**src/rtl/mem_bus_dma.sv**
```systemverilog
// Word-copy DMA initiator on the native mem_valid/mem_ready bus: reads cfg_len words from cfg_src, writes them to cfg_dst.
// Optional fill mode (writes cfg_fill_data, no reads) is enabled by defining MEM_DMA_FILL_EN.
module mem_bus_dma #(
  parameter int LEN_BITS = 16
) (
  input  logic                clk,
  input  logic                reset,
  input  logic                cfg_start,
  input  logic                cfg_abort,
  input  logic [31:0]         cfg_src,
  input  logic [31:0]         cfg_dst,
  input  logic [LEN_BITS-1:0] cfg_len,
  input  logic                cfg_fill,
  input  logic [31:0]         cfg_fill_data,
  output logic                busy,
  output logic                done,
  output logic [LEN_BITS-1:0] xfer_count,
  output logic                mem_valid,
  output logic                mem_instr,
  output logic [31:0]         mem_addr,
  output logic [31:0]         mem_wdata,
  output logic [3:0]          mem_wstrb,
  input  logic                mem_ready,
  input  logic [31:0]         mem_rdata
);

  typedef enum logic [2:0] {IDLE, RD, GAP_W, WR, GAP_R, DONE} state_t;

  state_t              state_reg, state_next;
  logic [31:0]         src_reg, src_next;
  logic [31:0]         dst_reg, dst_next;
  logic [31:0]         data_reg, data_next;
  logic [LEN_BITS-1:0] len_reg, len_next;
  logic [LEN_BITS-1:0] count_reg, count_next;
  logic                abort_reg, abort_next;
  logic                fill_reg, fill_next;
  logic                abort_now;
  logic                last_beat;
  logic                fill_sel;
  logic [31:0]         fill_word;
  logic                unused_addr_bits;

`ifdef MEM_DMA_FILL_EN
  assign fill_sel  = cfg_fill;
  assign fill_word = cfg_fill_data;
`else
  logic unused_fill;
  assign fill_sel    = 1'b0;
  assign fill_word   = 32'h0;
  assign unused_fill = ^{cfg_fill, cfg_fill_data};
`endif

  // Byte-offset bits are dropped; every access is a whole word.
  assign unused_addr_bits = ^{cfg_src[1:0], cfg_dst[1:0]};

  assign mem_instr  = 1'b0;
  assign xfer_count = count_reg;

  always_comb begin
    state_next = state_reg;
    src_next   = src_reg;
    dst_next   = dst_reg;
    data_next  = data_reg;
    len_next   = len_reg;
    count_next = count_reg;
    fill_next  = fill_reg;
    abort_now  = abort_reg | cfg_abort;
    abort_next = abort_now;
    last_beat  = (count_reg + LEN_BITS'(1)) == len_reg;

    case (state_reg)
      IDLE: begin
        abort_next = 1'b0;
        if (cfg_start) begin
          src_next   = {cfg_src[31:2], 2'b00};
          dst_next   = {cfg_dst[31:2], 2'b00};
          len_next   = cfg_len;
          count_next = '0;
          fill_next  = fill_sel;
          data_next  = fill_word;
          if (cfg_len == '0)
            state_next = DONE;
          else if (fill_sel)
            state_next = WR;
          else
            state_next = RD;
        end
      end
      RD: begin
        if (mem_ready) begin
          data_next  = mem_rdata;
          src_next   = src_reg + 32'd4;
          // An abort seen during the read drops the word rather than writing it.
          state_next = abort_now ? DONE : GAP_W;
        end
      end
      GAP_W: state_next = abort_now ? DONE : WR;
      WR: begin
        if (mem_ready) begin
          dst_next   = dst_reg + 32'd4;
          count_next = count_reg + LEN_BITS'(1);
          state_next = (last_beat || abort_now) ? DONE : GAP_R;
        end
      end
      GAP_R: begin
        if (abort_now)
          state_next = DONE;
        else
          state_next = fill_reg ? WR : RD;
      end
      DONE: begin
        abort_next = 1'b0;
        state_next = IDLE;
      end
      default: state_next = IDLE;
    endcase
  end

  // Bus outputs are registered from the next state so a request appears the cycle after the decision.
  always_ff @(posedge clk or posedge reset) begin
    if (reset) begin
      state_reg <= IDLE;
      src_reg   <= '0;
      dst_reg   <= '0;
      data_reg  <= '0;
      len_reg   <= '0;
      count_reg <= '0;
      abort_reg <= 1'b0;
      fill_reg  <= 1'b0;
      mem_valid <= 1'b0;
      mem_addr  <= '0;
      mem_wdata <= '0;
      mem_wstrb <= 4'h0;
      busy      <= 1'b0;
      done      <= 1'b0;
    end else begin
      state_reg <= state_next;
      src_reg   <= src_next;
      dst_reg   <= dst_next;
      data_reg  <= data_next;
      len_reg   <= len_next;
      count_reg <= count_next;
      abort_reg <= abort_next;
      fill_reg  <= fill_next;
      mem_valid <= (state_next == RD) || (state_next == WR);
      mem_wstrb <= (state_next == WR) ? 4'hf : 4'h0;
      if (state_next == RD)
        mem_addr <= src_next;
      else if (state_next == WR)
        mem_addr <= dst_next;
      if (state_next == WR)
        mem_wdata <= data_next;
      busy      <= state_next != IDLE;
      done      <= state_next == DONE;
    end
  end

endmodule

```
**config.mk**
```make
export PLATFORM = sky130hd
export DESIGN_NAME = mem_bus_dma
export DESIGN_NICKNAME = d
export VERILOG_FILES = /design/src/rtl/mem_bus_dma.sv
export SDC_FILE = /design/constraint.sdc
export NUM_CORES = 1
export LEC_CHECK = 0
export BUFFER_PORTS_ARGS = -buffer_cell sky130_fd_sc_hd__buf_2
export CORE_AREA = 2 2 192 194
export CTS_BUF_LIST = sky130_fd_sc_hd__clkbuf_4 sky130_fd_sc_hd__clkbuf_8
export DETAILED_ROUTE_END_ITERATION = 16
export DIE_AREA = 0 0 194 196
export PLACE_DENSITY_LB_ADDON = 0.25
export SYNTH_ARGS = -nofsm -noshare
export SYNTH_HDL_FRONTEND = slang
export SYNTH_SLANG_ARGS = --single-unit
```
**constraint.sdc**
```tcl
create_clock -name clk -period 8.7 [get_ports clk]
set_input_delay 0.435 -clock clk [delete_from_list [all_inputs] [get_ports clk]]
set_output_delay 0.435 -clock clk [all_outputs]
set_load 0.05 [all_outputs]
```
==> results of run 1 <==
-- kinds of logic after synthesis --
group | after synthesis
compound gates | 300
xor+xnor | 27
fa+ha+maj | 3
buf+inv | 102
flops | 200
mux | 55
other cells | 1
simple gates | 419
-- how the worst min path moves through the flow --
| stage | from | end | slack (ns) |
|---|---|---|---|
| 6_report | reset | mem_wdata[29]$_DFFE_PP0N_ | 0.11 |
| 5_1_grt | cfg_dst[19] | dst_reg[19]$_DFF_PP0_ | 0.11 |
| 4_1_cts | cfg_dst[16] | dst_reg[16]$_DFF_PP0_ | 0.1 |
| 3_5_place_dp | data_reg[28]$_DFF_PP0_ | data_reg[28]$_DFF_PP0_ | 0.48 |
| 3_3_place_gp | data_reg[23]$_DFF_PP0_ | data_reg[23]$_DFF_PP0_ | 0.48 |
| 2_1_floorplan | data_reg[11]$_DFF_PP0_ | data_reg[11]$_DFF_PP0_ | 0.46 |
-- area by class of cell --
cell class / instances / area (um2) / area share [%]
inverters: 18 / 75.07 / 0.6112
multi-input cells: 805 / 5142 / 41.87
clock buffers: 17 / 234.0 / 1.905
flip-flops and latches: 200 / 5005 / 40.75
repair buffers: 209 / 1071 / 8.720
clock inverters: 15 / 162.7 / 1.324
diodes: 3 / 7.507 / 0.06112
well taps: 468 / 585.6 / 4.767
-- through the flow --
stage | utilization (%) | instances | hold slack [ns] | cell area, um2
6_report | 34.04 | 1735 | 0.1105 | 12280
5_1_grt | 34.02 | 1732 | 0.1059 | 12280
4_1_cts | 34.02 | 1732 | 0.09527 | 12280
3_5_place_dp | 32.92 | 1700 | 0.4752 | 11880
3_3_place_gp | 32.92 | 1700 | 0.4773 | 11880
2_1_floorplan | - | 1107 | 0.4599 | 10610
-- worst register-to-register path: cells and delay by family, from the launching register on --
family,cells,cell delay (ns)
DFF,1,0.34
buffers and inverters,4,1.69
AOI/OAI and AO/OA,3,0.88
and+or+nand+nor,2,1.07
-- power breakdown --
group	switching, uW	total (uW)	internal [uW]
clock network	390	629	239
logic	1550	2290	740
registers	346	1660	1320
-- cell usage after synthesis (12+ instances only) --
| cell type | instances |
|---|---|
| and2_1 | 13 |
| nand2_1 | 162 |
| o21ai_0 | 60 |
| a22o_1 | 37 |
| clkbuf_1 | 31 |
| dfrtp_1 | 200 |
| a21oi_1 | 39 |
| mux2i_1 | 18 |
| buf_2 | 39 |
| and3_1 | 14 |
| nor3_1 | 19 |
| mux2_2 | 37 |
| xnor2_1 | 20 |
| nor4_1 | 18 |
| inv_1 | 17 |
| a221o_1 | 22 |
| nand4_1 | 19 |
| o22ai_1 | 12 |
| a31oi_1 | 17 |
| a21o_1 | 15 |
| nand3_1 | 40 |
| and4_1 | 14 |
| nor2_1 | 62 |
-- layer usage --
layer  global-route usage [%]  vias up  wire length, um
met1                    24.15     4566            15560
met4                    5.303       14              599
li1                         -     4400                -
met3                    5.518       42             2334
met5                        0        -              100
met2                    27.73      231            15540
-- cells in the final DEF, fill, tap and decap left out, types with 9 or more instances in the layout --
cell type and count:
nor3_1 19, xnor2_1 20, nor2_1 62, o22ai_1 12, and3_1 14, nand4_1 19, buf_2 199, buf_4 10
nor2b_1 11, a221o_1 22, a31oi_1 17, o21ai_1 10, inv_1 16, o21ai_0 60, dfrtp_1 200, clkbuf_8 17
and4_1 14, nand3_1 40, nand2_1 162, nand2b_1 10, and2_1 13, a21oi_1 39, mux2_2 37, nor4_1 18
a22o_1 37, mux2i_1 18, a21o_1 15, o311ai_0 9
==> results by group, run 1 <==
Setup path
  – Req. time, crit path: around 9.1 ns
  – WP depth: 9
  – Crit path launch type: flip-flop
  – Setup Crit Path Kind: flip-flop to flip-flop
  – Crit path to: mem_addr[5]$_DFFE_PP0P_
  – Worst EP arrival: approximately 4.5 ns
  – Worst path cell trace: buf_4 > inv_1 > o21ai_1 > nand3_1 > inv_2 > buf_4 > a41oi_2 > and2_1 > a221o_1
  – Most frequent cell on the critical path: buf_4
  – WP buf/inv: 4
  – FF-to-FF Start: state_reg[0]$_DFF_PP0_
  – Flop2flop setup slack: 4.64 ns
  – Critical R2R Capture: mem_addr[5]$_DFFE_PP0P_
  – Worst setup EP type: flip-flop
  – CP Max Fanout: 62
  – CP max stage delay: just over 0.7 ns
  – Critical Path Start: state_reg[0]$_DFF_PP0_
  – Kind of cell adding the most delay to the critical path: buffers and inverters
  – CP max-delay cell: buf_4
  – R2R cell count: 9

Final layout
  – Total Nets Final: between 1000 and 1500
  – Area grow syn2layout: 15.78%
  – Fillers: roughly 3800
  – Share of post-route cells with drive strength above 1: between 20% and 30%

STA
  – Slew Viols, Final: 0
  – Fin crit share: 46.64%
  – Min cycle time layout: 4.058 ns
  – Final hold vios: 0
  – Endpoints failing setup: 0
  – Clock skew: roughly 0.025 ns
  – Setup TNS Final: 0 ns
  – Fmax: around 0.25 GHz
  – RSZ-0062 raised after global routing: no
  – Relative slew slack: 27.19%
  – Least-Margin Pin Slew: about 1.1 ns
  – Setup ws final: ~4.6 ns

Global route
  – Initial antenna violation count: 10
  – Overall routing resource usage: between 15 and 20%
  – Vias in the first global route: about 8900
  – GRT overflow: 0
  – Largest net degree at the start of global routing: between 100 and 150
  – Global-route wire length before repair: about 53000 um

Yosys
  – Synthesized area: 0.01061 mm2
  – Largest cells by area after synthesis: dfrtp_1 (47%), nand2_1 (5.7%), mux2_2 (3.9%)
  – Count of state elements after synthesis: 200
  – Yosys top cell by area: dfrtp_1
  – YS warnings: 0
  – Cell variety after synth: 82
  – Syn_nets: roughly 1300
  – Post-synthesis sequential area ratio: between 40 and 50%
  – Mux cell area share after synthesis: 5.626%
  – Compound-Gate Fraction of Synth Area: 20.10%
  – Synth Area in Adders: less than 1%
  – Synth Area in XOR/XNOR: 2.229%
  – Main combinational cell family by area after synthesis: simple AND/OR/NAND/NOR gates
  – Async SR Flop Fraction: 100.0%
  – Synth top area share: approximately 47%
  – Number of synthesized flops with an enable pin: 0
  – Synthesized area per cell: 9.583 um2
  – Simple-Gate Fraction of Synth Area: between 20% and 30%
  – Syn Inst Count: 1107
  – Top_reg_cell synth: dfrtp_1

Floorplanning
  – # IOs: 238
  – DIE AREA: about 0.038 mm2
  – Core area: about 0.036 mm2
  – Die W: a little under 200 um
  – Site row count: 70
  – Die Span Y: between 150 and 200 um
  – Initial Util: between 20 and 30%

Place
  – Post-DP HPWL: 23430 um
  – Gpl congestion: around 0.84
  – Number of port buffers: 199
  – Pre-CTS setup slack: between 4 and 5 ns

Detailed routing
  – Via count: between 9000 and 10000
  – Drt pass-1 iters: 5
  – DRC viols: 0
  – Iteration-0 DRC Markers: 670
  – Post-route ant nets: 0
  – DR WL/cell: between 15 and 20 um
  – Vias per cell: 5.333
  – Total wire length: approximately 34000 um

Status
  – Status: finished clean

Clock network
  – Clock sink total: 200
  – CTS Buf Count: 17
  – # Post-CTS Setup Buffers: 0
  – H-tree depth: 4
  – Skew-Pair Late Insertion Delay: roughly 0.5 ns
  – CTS tree: built
  – Clk buf depth: 2
  – Clk root buf: clkbuf_8
  – Hold Buf Count CTS: 0
  – Worst-path clk slew: approximately 0.13 ns
  – CTS resizes: 0

Power
  – Peak VDD IR: between 0.15 and 0.2 mV
  – Power, Total: between 4000 and 5000 uW
  – Leak: ~0.0056 uW
  – Power per cell area: ~370 mW/mm2

Job
  – Total of max-cap violations: 0

Min path
  – Hold crit path type: input port to async pin
Power figures use the tool's default switching activity.
==> inputs of run 2 (changes only) <==
==> constraint.sdc (replaced) <==
create_clock -name clk -period 3.5 [get_ports clk]
set_input_delay 0.175 -clock clk [delete_from_list [all_inputs] [get_ports clk]]
set_output_delay 0.175 -clock clk [all_outputs]
set_load 0.05 [all_outputs]
==> results by group, run 2 (synthesized netlist as in run 1, its figures left out) <==
Floorplanning
  – Core area: 0.03608 mm2 (unchanged)
  – DIE AREA: 0.03802 mm2 (unchanged)
  – Die W: 194 um (unchanged)
  – Initial Util: 29.40% (unchanged)
  – # IOs: 238 (unchanged)
  – Die Span Y: 196 um (unchanged)
  – Site row count: 70 (unchanged)

Min path
  – Hold crit path type: input port to flip-flop

Final layout
  – Cell Count, Final, Fillers Out: 1834 (+5.7%)
  – Reg area: 0.005005 mm2 (unchanged)
  – Post-layout util: 36.76% (+2.7 points)
  – Total Nets Final: 1502 (+7.0%)
  – Most frequent cells in the layout: dfrtp_1 (200), buf_2 (199), nand2_1 (162), dlygate4sd3_1 (81), nor2_1 (62)
  – Most common cell after layout, fill and taps aside: dfrtp_1
  – Area grow syn2layout: 25.03%
  – Share of post-route cells with drive strength above 1: 23.35% (-0.47 points)
  – Fillers: 3676 (-4.1%)
  – Area of the multi-input gates: 0.005142 mm2 (unchanged)

STA
  – Relative slew slack: 41.64% (+14 points)
  – RSZ-0062 raised after global routing: no
  – Least-Margin Pin Slew: 0.8753 ns (-0.2031 ns)
  – Clock skew: 0.01738 ns (-0.007634 ns)
  – Final hold vios: 0 (unchanged)
  – Setup TNS Final: 0 ns (unchanged)
  – Fmax: 0.3678 GHz (+49%)
  – Min cycle time layout: 2.719 ns (-1.339 ns)
  – Fin crit share: 77.69% (+31 points)
  – Endpoints failing setup: 0 (unchanged)
  – Slew Viols, Final: 0 (unchanged)

Setup path
  – Worst setup EP type: flip-flop
  – CP Max Fanout: 16 (-74%)
  – Setup Crit Path Kind: flip-flop to flip-flop
  – Worst EP arrival: 3.10 ns (-1.37 ns)
  – Flop2flop setup slack: 0.78 ns (-3.86 ns)
  – Crit path launch type: flip-flop
  – Req. time, crit path: 3.88 ns (-5.23 ns)

Global route
  – Global-route wire length before repair: 55100 um (+3.7%)
  – Overall routing resource usage: 18.47% (+0.54 points)
  – Vias in the first global route: 9505 (+6.8%)
  – Largest net degree at the start of global routing: 88 (-33%)
  – Initial antenna violation count: 6 (-4)
  – GRT overflow: 0 (unchanged)

Clock network
  – CTS Buf Count: 17 (unchanged)
  – Worst-path clk slew: 0.11 ns (-0.02 ns)
  – Clock sink total: 200 (unchanged)
  – Skew-Pair Late Insertion Delay: 0.49 ns (-0.02 ns)
  – CTS tree: built
  – Clk root buf: clkbuf_8
  – H-tree depth: 4 (unchanged)
  – Clk buf depth: 2 (unchanged)

Power
  – Power per cell area: 878.5 mW/mm2 (+140%)
  – Peak VDD IR: 0.5327 mV (+190%)
  – Leak: 0.006022 uW (+7.7%)
  – Power, Total: 11650 uW (+150%)

Detailed routing
  – Total wire length: 35100 um (+2.8%)
  – DR WL/cell: 19.14 um (-2.7%)
  – Post-route ant nets: 0 (unchanged)
  – Drt pass-1 iters: 8 (+3)
  – Via count: 9615 (+3.9%)
  – Vias per cell: 5.243 (-1.7%)
  – DRC viols: 0 (unchanged)
  – Iteration-0 DRC Markers: 666 (-0.60%)

Place
  – Number of port buffers: 199 (unchanged)
  – Gpl congestion: 0.8585 (+1.8%)
  – Post-DP HPWL: 24420 um (+4.3%)
  – Placed cell count: 1717 (+1.0%)

Status
  – Status: finished clean

Job
  – Total of max-cap violations: 0 (unchanged)
[run 2: cell count changes in the layout (fill, tap and decap cells not counted), moves of 2 or more]
cell           before  now
clkinvlp_4          2    4
dlygate4sd3_1       0   81
buf_4              10   25
buf_12              0    2
clkinv_4            5    0
[run 2: path summary, 6_finish.rpt]
check	startpoint	depth (start not counted)	to
max in group asynchronous	reset	4	dst_reg[16]$_DFF_PP0_
worst min register to register	len_reg[1]$_DFFE_PP0P_	2	len_reg[1]$_DFFE_PP0P_
worst max-delay path	state_reg[1]$_DFF_PP0_	6	mem_addr[14]$_DFFE_PP0P_
worst min-delay path	cfg_src[7]	3	src_reg[7]$_DFF_PP0_
worst max register to register	state_reg[1]$_DFF_PP0_	6	mem_addr[14]$_DFFE_PP0P_
min in group asynchronous	reset	3	data_reg[5]$_DFF_PP0_
[run 2: metal layers]
layer	track usage, %	vias to the layer above	routed length (um)
li1	-	4590	-
met1	24.98	4729	16250
met2	29.21	249	16000
met3	4.212	45	1931
met4	6.201	2	910
met5	0	-	13
[run 2: area by class of cell]
class                           instances  area share [%]
Antenna cell                            4         0.07546
Clock buffer                           17           1.764
Tap cell                              468           4.415
Inverter                               18          0.5377
Multi-Input combinational cell        805           38.77
Sequential cell                       200           37.73
Clock inverter                         15           1.368
Timing Repair Buffer                  307           15.34
[run 2: what timing repair did]
item | 4_1_cts | 5_1_grt
buffers inserted | 0 | 0
gates resized for setup | 0 | 0
hold buffers | 81 | 0
endpoints found under the hold margin | 111 | 0
[run 2: worst max-delay path, stage by stage, from the launching register on]
cell	delay (ns)
dfrtp_1	0.57
or2_2	0.52
nor2_1	0.38
o21ai_0	0.24
o21ai_0	0.21
o311ai_0	0.32
a221o_1	0.38
[run 2: power breakdown]
part           total [uW]  switching [uW]  internal (uW)  leakage (uW)
combinational        5920            3920           1990       0.00324
sequential           4120             845           3280       0.00258
clock                1610             949            665      0.000203
[run 2: through the flow]
stage          worst slack (ns)  hold WS (ns)  cell area (um2)
2_1_floorplan            0.7367        0.2804            10610
3_3_place_gp             0.8043        0.3638            12030
3_5_place_dp             0.7858        0.3749            12030
4_1_cts                  0.7721      0.006329            13250
5_1_grt                  0.6293       0.01139            13260
6_report                 0.7810       0.03646            13260
==> inputs of run 3 (changes only) <==
--- a/config.mk
+++ b/config.mk
@@ -5,6 +5,7 @@
 export SDC_FILE = /design/constraint.sdc
 export NUM_CORES = 1
 export LEC_CHECK = 0
+export ABC_AREA = 1
 export BUFFER_PORTS_ARGS = -buffer_cell sky130_fd_sc_hd__buf_2
 export CORE_AREA = 2 2 192 194
 export CTS_BUF_LIST = sky130_fd_sc_hd__clkbuf_4 sky130_fd_sc_hd__clkbuf_8
==> constraint.sdc (replaced) <==
create_clock -name clk -period 2.8 [get_ports clk]
set_input_delay 0.14 -clock clk [delete_from_list [all_inputs] [get_ports clk]]
set_output_delay 0.14 -clock clk [all_outputs]
set_load 0.05 [all_outputs]
==> results by group, run 3 <==
Global route
  – Vias in the first global route: 10280 (+8.1%)
  – Overall routing resource usage: 18.52% (+0.050 points)
  – Initial antenna violation count: 5 (-1)
  – Global-route wire length before repair: 55950 um (+1.5%)
  – GRT overflow: 0 (unchanged)
  – Largest net degree at the start of global routing: 65 (-26%)

Final layout
  – Area grow syn2layout: 30.37%
  – Reg area: 0.005005 mm2 (unchanged)
  – Total Nets Final: 1818 (+21%)
  – Final instance area: 0.01382 mm2 (+4.2%)
  – Most common cell after layout, fill and taps aside: nand2_1
  – Fillers: 3781 (+2.9%)
  – Area of the multi-input gates: 0.004766 mm2 (-7.3%)
  – Most frequent cells in the layout: nand2_1 (426), dfrtp_1 (200), buf_2 (199), inv_1 (134), nand3_1 (113)
  – Share of post-route cells with drive strength above 1: 18.06% (-5.3 points)

Detailed routing
  – Via count: 10380 (+7.9%)
  – Iteration-0 DRC Markers: 668 (+0.30%)
  – Total wire length: 35200 um (+0.27%)
  – Met3 Routed Length: 1985 um (+2.8%)
  – Drt pass-1 iters: 5 (-3)
  – DR WL/cell: 16.36 um (-15%)
  – Vias per cell: 4.824 (-8.0%)
  – WL met2: 16080 um (+0.51%)
  – DRC viols: 0 (unchanged)
  – Post-route ant nets: 0 (unchanged)
  – Top sig layer: met4
  – WL met1: 16490 um (+1.5%)

Clock network
  – CTS Buf Count: 17 (unchanged)
  – Worst-path clk slew: 0.12 ns (about the same)
  – Clock sink total: 200 (unchanged)
  – Clk root buf: clkbuf_8
  – Clk buf depth: 2 (unchanged)
  – Skew-Pair Late Insertion Delay: 0.50 ns (about the same)
  – H-tree depth: 4 (unchanged)
  – CTS tree: built

Yosys
  – Synth top area share: 47.20% (about the same)
  – Post-synth top cells: nand2_1 (427), dfrtp_1 (200), inv_1 (135)
  – Count of state elements after synthesis: 200 (unchanged)
  – Most numerous cell in the Yosys netlist: nand2_1
  – Synthesized area: 0.01060 mm2 (about the same)
  – Yosys top cell by area: dfrtp_1
  – Number of synthesized flops with an enable pin: 0 (unchanged)
  – Cell variety after synth: 43 (-48%)
  – Syn_nets: 1512 (+20%)
  – Top_reg_cell synth: dfrtp_1
  – YS warnings: 0 (unchanged)
  – Synthesized area per cell: 7.803 um2 (-19%)
  – Post-synthesis sequential area ratio: 47.20% (about the same)
  – Largest cells by area after synthesis: dfrtp_1 (47%), nand2_1 (15%), nand3_1 (5.4%)
  – Async SR Flop Fraction: 100.0% (unchanged)
  – Syn Inst Count: 1359 (+23%)

STA
  – Clock skew: 0.02269 ns (+0.005311 ns)
  – Relative slew slack: 44.12% (+2.5 points)
  – Least-Margin Pin Slew: 0.8277 ns (-0.04760 ns)
  – Slew Viols, Final: 0 (unchanged)
  – Fmax: 0.4023 GHz (+9.4%)
  – RSZ-0062 raised after global routing: no
  – Setup TNS Final: 0 ns (unchanged)
  – Endpoints failing setup: 0 (unchanged)
  – Final hold vios: 0 (unchanged)
  – Min cycle time layout: 2.486 ns (-0.2333 ns)
  – Fin crit share: 88.78% (+11 points)

Min path
  – Hold crit path type: input port to flip-flop

Setup path
  – Req. time, crit path: 3.19 ns (-0.69 ns)
  – Setup Crit Path Kind: flip-flop to flip-flop
  – Worst path cell trace: ha_2 > nand2_2 > nor2_4 > nand2_1 > nand2_1 > nand2_1 > nand2_1 > nand2_1 > nor2_1 > nand3_1 > nor2_1 > nand2_1 > nand2_1 > nand2_1 > nand2_4 > buf_4 > o21ai_2 > buf_12 > nand2_1 > nand3_1
  – Worst setup EP type: flip-flop
  – Worst EP arrival: 2.88 ns (-0.22 ns)
  – CP max stage delay: 0.37 ns (-0.20 ns)
  – WP buf/inv: 2 (+2)
  – CP Max Fanout: 31 (+15)
  – Kind of cell adding the most delay to the critical path: simple AND/OR/NAND/NOR gates
  – Crit path launch type: flip-flop
  – Most frequent cell on the critical path: nand2_1
  – CP max-delay cell: dfrtp_1

Power
  – Clock share of power: 14.3% (+0.5 points)
  – Seq pwr share: 35.5% (about the same)
  – Peak VDD IR: 0.4651 mV (-13%)
  – Net Sw Frac: 50.13% (+1.1 points)
  – Leak: 0.006653 uW (+10%)
  – Comb power frac: 50.1% (-0.7 points)
  – Power per cell area: 979.6 mW/mm2 (+12%)
  – Switch Pwr: 6788 uW (+19%)
  – Cell Int Power: 6754 uW (+14%)

Status
  – Status: finished clean

Job
  – Total of max-cap violations: 0 (unchanged)

Place
  – Gpl congestion: 0.9626 (+12%)
  – Number of port buffers: 199 (unchanged)
  – Post-DP HPWL: 25060 um (+2.6%)
  – Placed Area: 0.01224 mm2 (+1.8%)

Floorplanning
  – Site row count: 70 (unchanged)
  – Die Span Y: 196 um (unchanged)
  – Die W: 194 um (unchanged)
  – DIE AREA: 0.03802 mm2 (unchanged)
  – # IOs: 238 (unchanged)
  – Core area: 0.03608 mm2 (unchanged)
  – Initial Util: 29.39% (about the same)
[run 3: cell count changes in the layout (fill, tap and decap cells not counted), moves of 29 or more]
cell,before,now
nand3_1,40,113
mux2_2,37,0
dlygate4sd3_1,81,110
nand2_1,162,426
a22o_1,37,0
inv_1,16,134
a22oi_1,8,62
nand4_1,19,59
[run 3: final cells by class]
| cell class | instances | area share, % |
|---|---|---|
| multi-input combinational | 955 | 34.47 |
| clock buffer | 17 | 1.692 |
| timing repair buffer | 346 | 18.02 |
| antenna | 5 | 0.09051 |
| clock inverter | 15 | 1.231 |
| tap | 468 | 4.236 |
| sequential | 200 | 36.20 |
| inverter | 145 | 4.055 |
[run 3: final timing paths]
path	startpoint	to	slack, ns	depth (start not counted)
setup / recovery	xfer_count[1]$_DFFE_PP0P_	mem_addr[14]$_DFFE_PP0P_	0.31	20
hold / removal	mem_ready	xfer_count[10]$_DFFE_PP0P_	0.15	3
setup reg to reg	xfer_count[1]$_DFFE_PP0P_	mem_addr[14]$_DFFE_PP0P_	0.31	20
hold reg to reg	src_reg[0]$_DFF_PP0_	src_reg[0]$_DFF_PP0_	0.47	2
max in group asynchronous	reset	src_reg[20]$_DFF_PP0_	1.68	4
min in group asynchronous	reset	len_reg[12]$_DFFE_PP0P_	0.30	3
[run 3: cells by family (layout without fill, tap and decap cells)]
group	Yosys count	in the layout	synth area share, %
and+or+nand+nor	727	728	29.94
buffers and inverters	205	523	8.177
DFF	200	200	47.20
AOI/OAI and AO/OA	192	192	11.48
xor gates and xnor gates	31	31	2.820
adders and majority gates	3	3	0.3540
other	1	6	0.03536
[run 3: worst reg2reg max path, cell delays in order (launching register included)]
cell	delay, ns
dfrtp_1	0.37
ha_2	0.21
nand2_2	0.11
nor2_4	0.19
nand2_1	0.07
nand2_1	0.08
nand2_1	0.07
nand2_1	0.06
nand2_1	0.05
nor2_1	0.08
nand3_1	0.11
nor2_1	0.13
nand2_1	0.07
nand2_1	0.05
nand2_1	0.09
nand2_4	0.13
buf_4	0.12
o21ai_2	0.06
buf_12	0.17
nand2_1	0.09
nand3_1	0.08
[run 3: power by group through the flow]
stage / Clock (uW) / Sequential [uW] / Combinational [uW]
5_1_grt: 2120 / 4950 / 7550
3_3_place_gp: 0 / 4840 / 6590
3_5_place_dp: 0 / 4840 / 6650
4_1_cts: 2040 / 4800 / 6790
6_report: 1940 / 4810 / 6790
2_1_floorplan: 0 / 5870 / 3600
[run 3: per-layer routing]
layer	GRT usage [%]	vias to the layer above
li1	-	5154
met3	4.315	35
met2	29.27	280
met4	5.079	0
met5	0	-
met1	25.45	4907
[run 3: repair_timing]
item,CTS,global route
gates resized for setup,0,13
endpoints found under the setup margin,0,54
hold buffers,110,0
setup buffers,0,1
endpoints found under the hold margin,165,0
[run 3: per-stage QoR]
step / power (uW) / cells / setup WS [ns] / utilization (%) / hold slack (ns)
CTS: 13630 / 2144 / 0.1084 / 38.10 / 0.08820
finish: 13540 / 2151 / 0.3143 / 38.31 / 0.1541
detailed placement: 11490 / 2002 / 0.1390 / 33.93 / 0.3101
global route: 14630 / 2149 / 0.004897 / 38.30 / 0.1386
floorplan: 9468 / 1359 / 0.07167 / - / 0.2496
global placement: 11440 / 2002 / 0.1309 / 33.93 / 0.3131
